**src/rtl/sdram_byte_writer.sv**
```systemverilog
// Packs an SD byte stream into little-endian 16-bit words, buffers them in a small FIFO and
// issues open-loop paced writes to the SDRAM controller at consecutive word addresses.
module sdram_byte_writer #(
    parameter int unsigned FIFO_DEPTH = 4,
    parameter int unsigned REQ_HOLD   = 2,
    parameter int unsigned OP_CYCLES  = 10,
    parameter logic [7:0]  PAD_BYTE   = 8'hFF
) (
    input  logic        clk_i,
    input  logic        reset_i,
    input  logic        start_i,
    input  logic [21:0] base_addr_i,
    input  logic [7:0]  byte_in_i,
    input  logic        byte_valid_i,
    output logic        byte_ready_o,
    input  logic        flush_i,
    output logic        wr_req_o,
    output logic [21:0] wr_addr_o,
    output logic [15:0] wr_data_o,
    output logic        busy_o,
    output logic [21:0] word_count_o
);

    localparam int unsigned ADDR_W = 22;
    localparam int unsigned DATA_W = 16;
    localparam int unsigned PTR_W  = (FIFO_DEPTH > 1) ? $clog2(FIFO_DEPTH) : 1;
    localparam int unsigned FILL_W = PTR_W + 1;
    localparam int unsigned CNT_W  = $clog2(OP_CYCLES + 1);

    typedef enum logic [1:0] {
        ST_IDLE,
        ST_REQ,
        ST_HOLD
    } state_t;

    state_t              state_q, state_d;
    logic [CNT_W-1:0]    op_cnt_q, op_cnt_d;
    logic [7:0]          low_q, low_d;
    logic                have_low_q, have_low_d;
    logic                flush_pend_q, flush_pend_d;
    logic [PTR_W-1:0]    wr_ptr_q, wr_ptr_d;
    logic [PTR_W-1:0]    rd_ptr_q, rd_ptr_d;
    logic [FILL_W-1:0]   fill_q, fill_d;
    logic [ADDR_W-1:0]   addr_ptr_q, addr_ptr_d;
    logic [ADDR_W-1:0]   word_count_q, word_count_d;
    logic                wr_req_q, wr_req_d;
    logic [ADDR_W-1:0]   wr_addr_q, wr_addr_d;
    logic [DATA_W-1:0]   wr_data_q, wr_data_d;
    logic                busy_q, busy_d;
    logic                byte_ready_q, byte_ready_d;

    logic [DATA_W-1:0]   mem_q [FIFO_DEPTH];

    logic                push;
    logic                pop;
    logic [DATA_W-1:0]   push_data;
    logic                byte_acc;
    logic                fifo_full;

    assign byte_ready_o = byte_ready_q;
    assign wr_req_o     = wr_req_q;
    assign wr_addr_o    = wr_addr_q;
    assign wr_data_o    = wr_data_q;
    assign busy_o       = busy_q;
    assign word_count_o = word_count_q;

    // State register
    always_ff @(posedge clk_i) begin
        if (reset_i) begin
            state_q      <= ST_IDLE;
            op_cnt_q     <= '0;
            low_q        <= '0;
            have_low_q   <= 1'b0;
            flush_pend_q <= 1'b0;
            wr_ptr_q     <= '0;
            rd_ptr_q     <= '0;
            fill_q       <= '0;
            addr_ptr_q   <= '0;
            word_count_q <= '0;
            wr_req_q     <= 1'b0;
            wr_addr_q    <= '0;
            wr_data_q    <= '0;
            busy_q       <= 1'b0;
            byte_ready_q <= 1'b1;
        end else begin
            state_q      <= state_d;
            op_cnt_q     <= op_cnt_d;
            low_q        <= low_d;
            have_low_q   <= have_low_d;
            flush_pend_q <= flush_pend_d;
            wr_ptr_q     <= wr_ptr_d;
            rd_ptr_q     <= rd_ptr_d;
            fill_q       <= fill_d;
            addr_ptr_q   <= addr_ptr_d;
            word_count_q <= word_count_d;
            wr_req_q     <= wr_req_d;
            wr_addr_q    <= wr_addr_d;
            wr_data_q    <= wr_data_d;
            busy_q       <= busy_d;
            byte_ready_q <= byte_ready_d;
        end
    end

    // FIFO storage; stale entries after reset are harmless since the pointers restart
    always_ff @(posedge clk_i) begin
        if (push) begin
            mem_q[wr_ptr_q] <= push_data;
        end
    end

    // Packer, FIFO bookkeeping, drain FSM and registered status
    always_comb begin
        state_d      = state_q;
        op_cnt_d     = op_cnt_q;
        low_d        = low_q;
        have_low_d   = have_low_q;
        flush_pend_d = flush_pend_q;
        wr_ptr_d     = wr_ptr_q;
        rd_ptr_d     = rd_ptr_q;
        fill_d       = fill_q;
        addr_ptr_d   = addr_ptr_q;
        word_count_d = word_count_q;
        wr_req_d     = wr_req_q;
        wr_addr_d    = wr_addr_q;
        wr_data_d    = wr_data_q;
        busy_d       = busy_q;
        byte_ready_d = byte_ready_q;
        push         = 1'b0;
        pop          = 1'b0;
        push_data    = '0;

        fifo_full = (fill_q == FILL_W'(FIFO_DEPTH));
        byte_acc  = byte_valid_i && byte_ready_q;

        if (byte_acc) begin
            if (have_low_q) begin
                push       = 1'b1;
                push_data  = {byte_in_i, low_q};
                have_low_d = 1'b0;
            end else begin
                low_d      = byte_in_i;
                have_low_d = 1'b1;
            end
        end

        // Byte ready is held low while flushing, so the pad push never collides with a byte push
        if (flush_pend_q) begin
            if (!fifo_full) begin
                push         = 1'b1;
                push_data    = {PAD_BYTE, low_q};
                have_low_d   = 1'b0;
                flush_pend_d = 1'b0;
            end
        end else if (flush_i && have_low_d) begin
            flush_pend_d = 1'b1;
        end

        unique case (state_q)
            ST_IDLE: begin
                if (fill_q != '0) begin
                    pop       = 1'b1;
                    wr_data_d = mem_q[rd_ptr_q];
                    wr_addr_d = addr_ptr_q;
                    wr_req_d  = 1'b1;
                    op_cnt_d  = '0;
                    state_d   = ST_REQ;
                end
            end
            ST_REQ: begin
                op_cnt_d = op_cnt_q + CNT_W'(1);
                if (op_cnt_q == CNT_W'(REQ_HOLD - 1)) begin
                    wr_req_d = 1'b0;
                    state_d  = ST_HOLD;
                end
            end
            ST_HOLD: begin
                op_cnt_d = op_cnt_q + CNT_W'(1);
                if (op_cnt_q == CNT_W'(OP_CYCLES - 1)) begin
                    addr_ptr_d   = addr_ptr_q + ADDR_W'(1);
                    word_count_d = word_count_q + ADDR_W'(1);
                    state_d      = ST_IDLE;
                end
            end
            default: begin
                state_d = ST_IDLE;
            end
        endcase

        // START only lands while idle, so it never races the pointer increment above
        if (start_i && !busy_q) begin
            addr_ptr_d   = base_addr_i;
            word_count_d = '0;
        end

        if (push) begin
            wr_ptr_d = wr_ptr_q + PTR_W'(1);
        end
        if (pop) begin
            rd_ptr_d = rd_ptr_q + PTR_W'(1);
        end
        if (push && !pop) begin
            fill_d = fill_q + FILL_W'(1);
        end else if (pop && !push) begin
            fill_d = fill_q - FILL_W'(1);
        end

        busy_d       = have_low_d || (fill_d != '0) || (state_d != ST_IDLE);
        byte_ready_d = !(have_low_d && (fill_d == FILL_W'(FIFO_DEPTH))) && !flush_pend_d;
    end

endmodule

```
**config.mk**
```make
export PLATFORM = sky130hd
export DESIGN_NAME = sdram_byte_writer
export DESIGN_NICKNAME = d
export VERILOG_FILES = /design/src/rtl/sdram_byte_writer.sv
export SDC_FILE = /design/constraint.sdc
export NUM_CORES = 1
export LEC_CHECK = 0
export BUFFER_PORTS_ARGS = -buffer_cell sky130_fd_sc_hd__buf_2
export CAP_MARGIN = 10
export CORE_AREA = 4 4 141 143
export CTS_CLUSTER_SIZE = 14
export DETAILED_ROUTE_END_ITERATION = 7
export DIE_AREA = 0 0 145 147
export PLACE_DENSITY = 0.6
export SLEW_MARGIN = 20
export SYNTH_ARGS = -nofsm -noshare
export SYNTH_HDL_FRONTEND = slang
export SYNTH_SLANG_ARGS = --single-unit
```
**constraint.sdc**
```tcl
create_clock -name clk_i -period 5.12 [get_ports clk_i]
set_input_delay 1.024 -clock clk_i [delete_from_list [all_inputs] [get_ports clk_i]]
set_output_delay 1.024 -clock clk_i [all_outputs]
set_load 0.05 [all_outputs]
```
==> results.sh <==
export IMPL_status="finished clean"
export IMPL_path_delay_family="simple AND/OR/NAND/NOR gates"
export IMPL_combPwrFrac_pct=32.2
export IMPL_numCtsBuffers=17
export IMPL_swShare_pct=36.7
export IMPL_fin_cells=1009
export IMPL_worst_slew_pin_slew_ns=0.964
export IMPL_critical_path_class="register to register"
export IMPL_synth_seq_cells=172
export IMPL_first_global_vias=5225
export IMPL_cp_num_buf_inv=2
export IMPL_overflow=0
export IMPL_yosysSeqAreaShare_pct=55.9
export IMPL_clk_latency_ns=0.42
export IMPL_rows=50
export IMPL_clock_fmax_mhz=367
export IMPL_post_place_cells=976
export IMPL_wirelength_mm=16.1
export IMPL_ant_nets=0
export IMPL_grt_max_degree=86
export IMPL_syn_nets=730
export IMPL_finClkSkew_ns=0.0110
export IMPL_vias_per_cell=5.16
export IMPL_leakagePower_uw=0.00321
export IMPL_p_int_uw=2890
export IMPL_gp_congestion=0.803
export IMPL_synth_area_per_cell_um2=10.8
export IMPL_power_frac_clock_pct=28.2
export IMPL_worstPathArrival_ns=3.03
export IMPL_die_y_um=147
export IMPL_initial_core_util_pct=39.3
export IMPL_antenna_found_initial=0
export IMPL_required_ns=5.42
export IMPL_ys_flop_type="dfxtp_1"
export IMPL_dr_pass1_iters=4
export IMPL_fin_crit_ns=2.73
export IMPL_cts_sinks=172
export IMPL_min_period_over_period_pct=53.2
export IMPL_crit_chain="inv_1, ha_1, nor2b_1, nor2_4, buf_16, or4_1, a311oi_1, o31ai_1"
export IMPL_cts_root_buf="clkbuf_16"
export IMPL_core_um2=18600
export IMPL_async_flop_share_pct=0
export IMPL_drive_gt1_share_pct=21.2
export IMPL_grt_usage_pct=15.2
export IMPL_reg2reg_from="fill_q[0]$_SDFF_PP0_"
export IMPL_layout_setup_ws_ns=2.39
export IMPL_layout_nets=814
export IMPL_syn_inst=678
export IMPL_drt_iter0_drc=228
export IMPL_power_frac_seq_pct=39.6
export IMPL_crit_start="fill_q[0]$_SDFF_PP0_"
export IMPL_clk_pin_slew_worst_paths_ns=0.07
export IMPL_max_slew_margin_pct=35.8
export IMPL_nFillCells=1700
export IMPL_critPathSlowestCell="nor2b_1"
export IMPL_antennaDiodeCount=0
export IMPL_most_common_layout_cells="108 x dfxtp_1, 98 x nand2_1, 97 x buf_2, 71 x nor2_1, 64 x edfxtp_1"
export IMPL_endpoint_kind="register"
export IMPL_reg2regPathDepth=8
export IMPL_synth_distinct_cells=57
export IMPL_cts_setup_buffers=0
export IMPL_layout_commonest_cell="dfxtp_1"
export IMPL_rsz0062_at_grt="false"
export IMPL_io_pins=98
export IMPL_area_growth_pct=17.4
export IMPL_drc=0
export IMPL_holdCritStartpoint="wr_addr_o[8]$_SDFFE_PP0P_"
export IMPL_slowest_delay_ns=0.54
export IMPL_cts_hold_buf=0
export IMPL_p_sw_uw=1670
export IMPL_min_path_cells=2
export IMPL_io_buffers=97
export IMPL_dieArea_um2=21300
export IMPL_peakVddDrop_v=0.000245
export IMPL_critPathMaxFanout=28
export IMPL_hold_class="register to register"
export IMPL_post_cts_resize_count=0
export IMPL_slew_viol_final=0
export IMPL_finalHoldViolations=0
export IMPL_grt_first_pass_wirelength_mm=26.4
export IMPL_p_per_area_nw_per_um2=532
export IMPL_setup_violations_final=0
export IMPL_startpoint_type="register"
export IMPL_clock_path_buffers=2
export IMPL_synth_edff_count=64
export IMPL_maxCapViolations=0
export IMPL_wl_per_cell_um=16.0
export IMPL_synth_cell_area_um2=7300
export IMPL_htreeDepth=4
export IMPL_synth_warning_count=0
export IMPL_setup_tns_ns=0
export IMPL_crit_cells=8
export IMPL_cts_tree="built"
export IMPL_place_hpwl_mm=11.2
export IMPL_timing_hold_ws_ns=0.452
export IMPL_die_x_um=145
export IMPL_num_vias=5208
export IMPL_place_ws_ns=2.18
[synthesized netlist by cell type, types with 2 or more instances]
cell type  instances  area, um^2
a211oi_1          19         143
a21o_1             2        15.0
a21oi_1           47         235
a311oi_1           4        35.0
and2_1            15        93.8
and3_1             3        18.8
and4_1             3        26.3
buf_1              5        18.8
buf_2              5        25.0
buf_4              2        15.0
clkbuf_1          23        86.3
dfxtp_1          108        2160
edfxtp_1          64        1920
ha_1              17         213
inv_1             16        60.1
mux2_2             2        22.5
mux2i_1            9        90.1
mux4_2            16         360
nand2_1           98         368
nand2b_1           5        31.3
nand3_1           15        75.1
nand3b_1           3        22.5
nand4_1           12        75.1
nor2_1            71         267
nor2b_1            4        25.0
nor3_1            14        70.1
nor3b_1            2        15.0
nor4_1             4        25.0
nor4_2             2        25.0
o21a_1             9        67.6
o21ai_0            7        35.0
or2_2              2        12.5
or3_1              4        25.0
xnor2_1           25         219
xor2_1            19         166
[area by class of cell]
type	instances	area, um^2	share of cell area (%)
Clock buffer	20	457	5.33
Clock inverter	12	134	1.56
Inverter	16	60.1	0.701
Multi-Input combinational cell	453	3000	35.0
Sequential cell	172	4080	47.6
Tap cell	234	293	3.42
Timing Repair Buffer	102	543	6.33
[per-layer routing]
layer | GRT usage, % | share of wire (%) | vias to the layer above | routed length, um
met5 | 0 | 0 | - | 0
met4 | 5.84 | 1.9 | 0 | 313
met3 | 3.42 | 4.6 | 24 | 744
met2 | 25.9 | 50 | 122 | 8040
met1 | 18.9 | 44 | 2493 | 7010
li1 | - | - | 2569 | -
[stage by stage]
stage | instance area (um^2) | total power (uW) | utilization, %
final | 8570 | 4560 | 46.1
after global placement | 7950 | 3240 | 42.8
after floorplan | 7300 | 2920 | -
after detailed placement | 7950 | 3290 | 42.8
after CTS | 8540 | 4580 | 46.0
after global routing | 8570 | 4810 | 46.1
[power groups by stage]
stage	sequential (uW)	combinational [uW]	clock, uW
after global placement	1830	1420	0
after detailed placement	1840	1450	0
after floorplan	2130	795	0
final	1810	1470	1290
after global routing	1840	1600	1380
after CTS	1810	1460	1310
[registers in the layout, indices dropped and copies added, names as in the netlist]
| name | cells |
|---|---|
| wr_req_o | 1 |
| have_low_q | 1 |
| state_q | 2 |
| low_q | 8 |
| flush_pend_q | 1 |
| rd_ptr_q | 2 |
| wr_addr_o | 22 |
| wr_ptr_q | 2 |
| byte_ready_o | 1 |
| fill_q | 3 |
| busy_o | 1 |
| mem_q | 64 |
| op_cnt_q | 4 |
| wr_data_o | 16 |
| addr_ptr_q | 22 |
| word_count_o | 22 |
[cells by family (layout without fill, tap and decap cells)]
logic type | Yosys count | in the layout | share of synthesized area, %
and+or+nand+nor | 266 | 266 | 17.6
DFF | 172 | 172 | 55.9
AOI/OAI and AO/OA | 98 | 98 | 8.62
buffers and inverters | 53 | 150 | 3.03
xor gates and xnor gates | 44 | 44 | 5.28
muxes | 27 | 27 | 6.48
adders and majority gates | 18 | 18 | 3.05
[worst register-to-register path: stages, from the launching register on]
cell,delay (ns)
dfxtp_1,0.36
inv_1,0.11
ha_1,0.27
nor2b_1,0.54
nor2_4,0.22
buf_16,0.24
or4_1,0.44
a311oi_1,0.32
o31ai_1,0.10
[worst paths after layout]
check                               to  slack, ns
max            byte_ready_o$_SDFF_PP1_       2.39
min          wr_addr_o[8]$_SDFFE_PP0P_       0.45
max reg2reg    byte_ready_o$_SDFF_PP1_       2.39
min reg2reg  wr_addr_o[8]$_SDFFE_PP0P_       0.45
No activity file was read; power rests on OpenSTA's default activity.
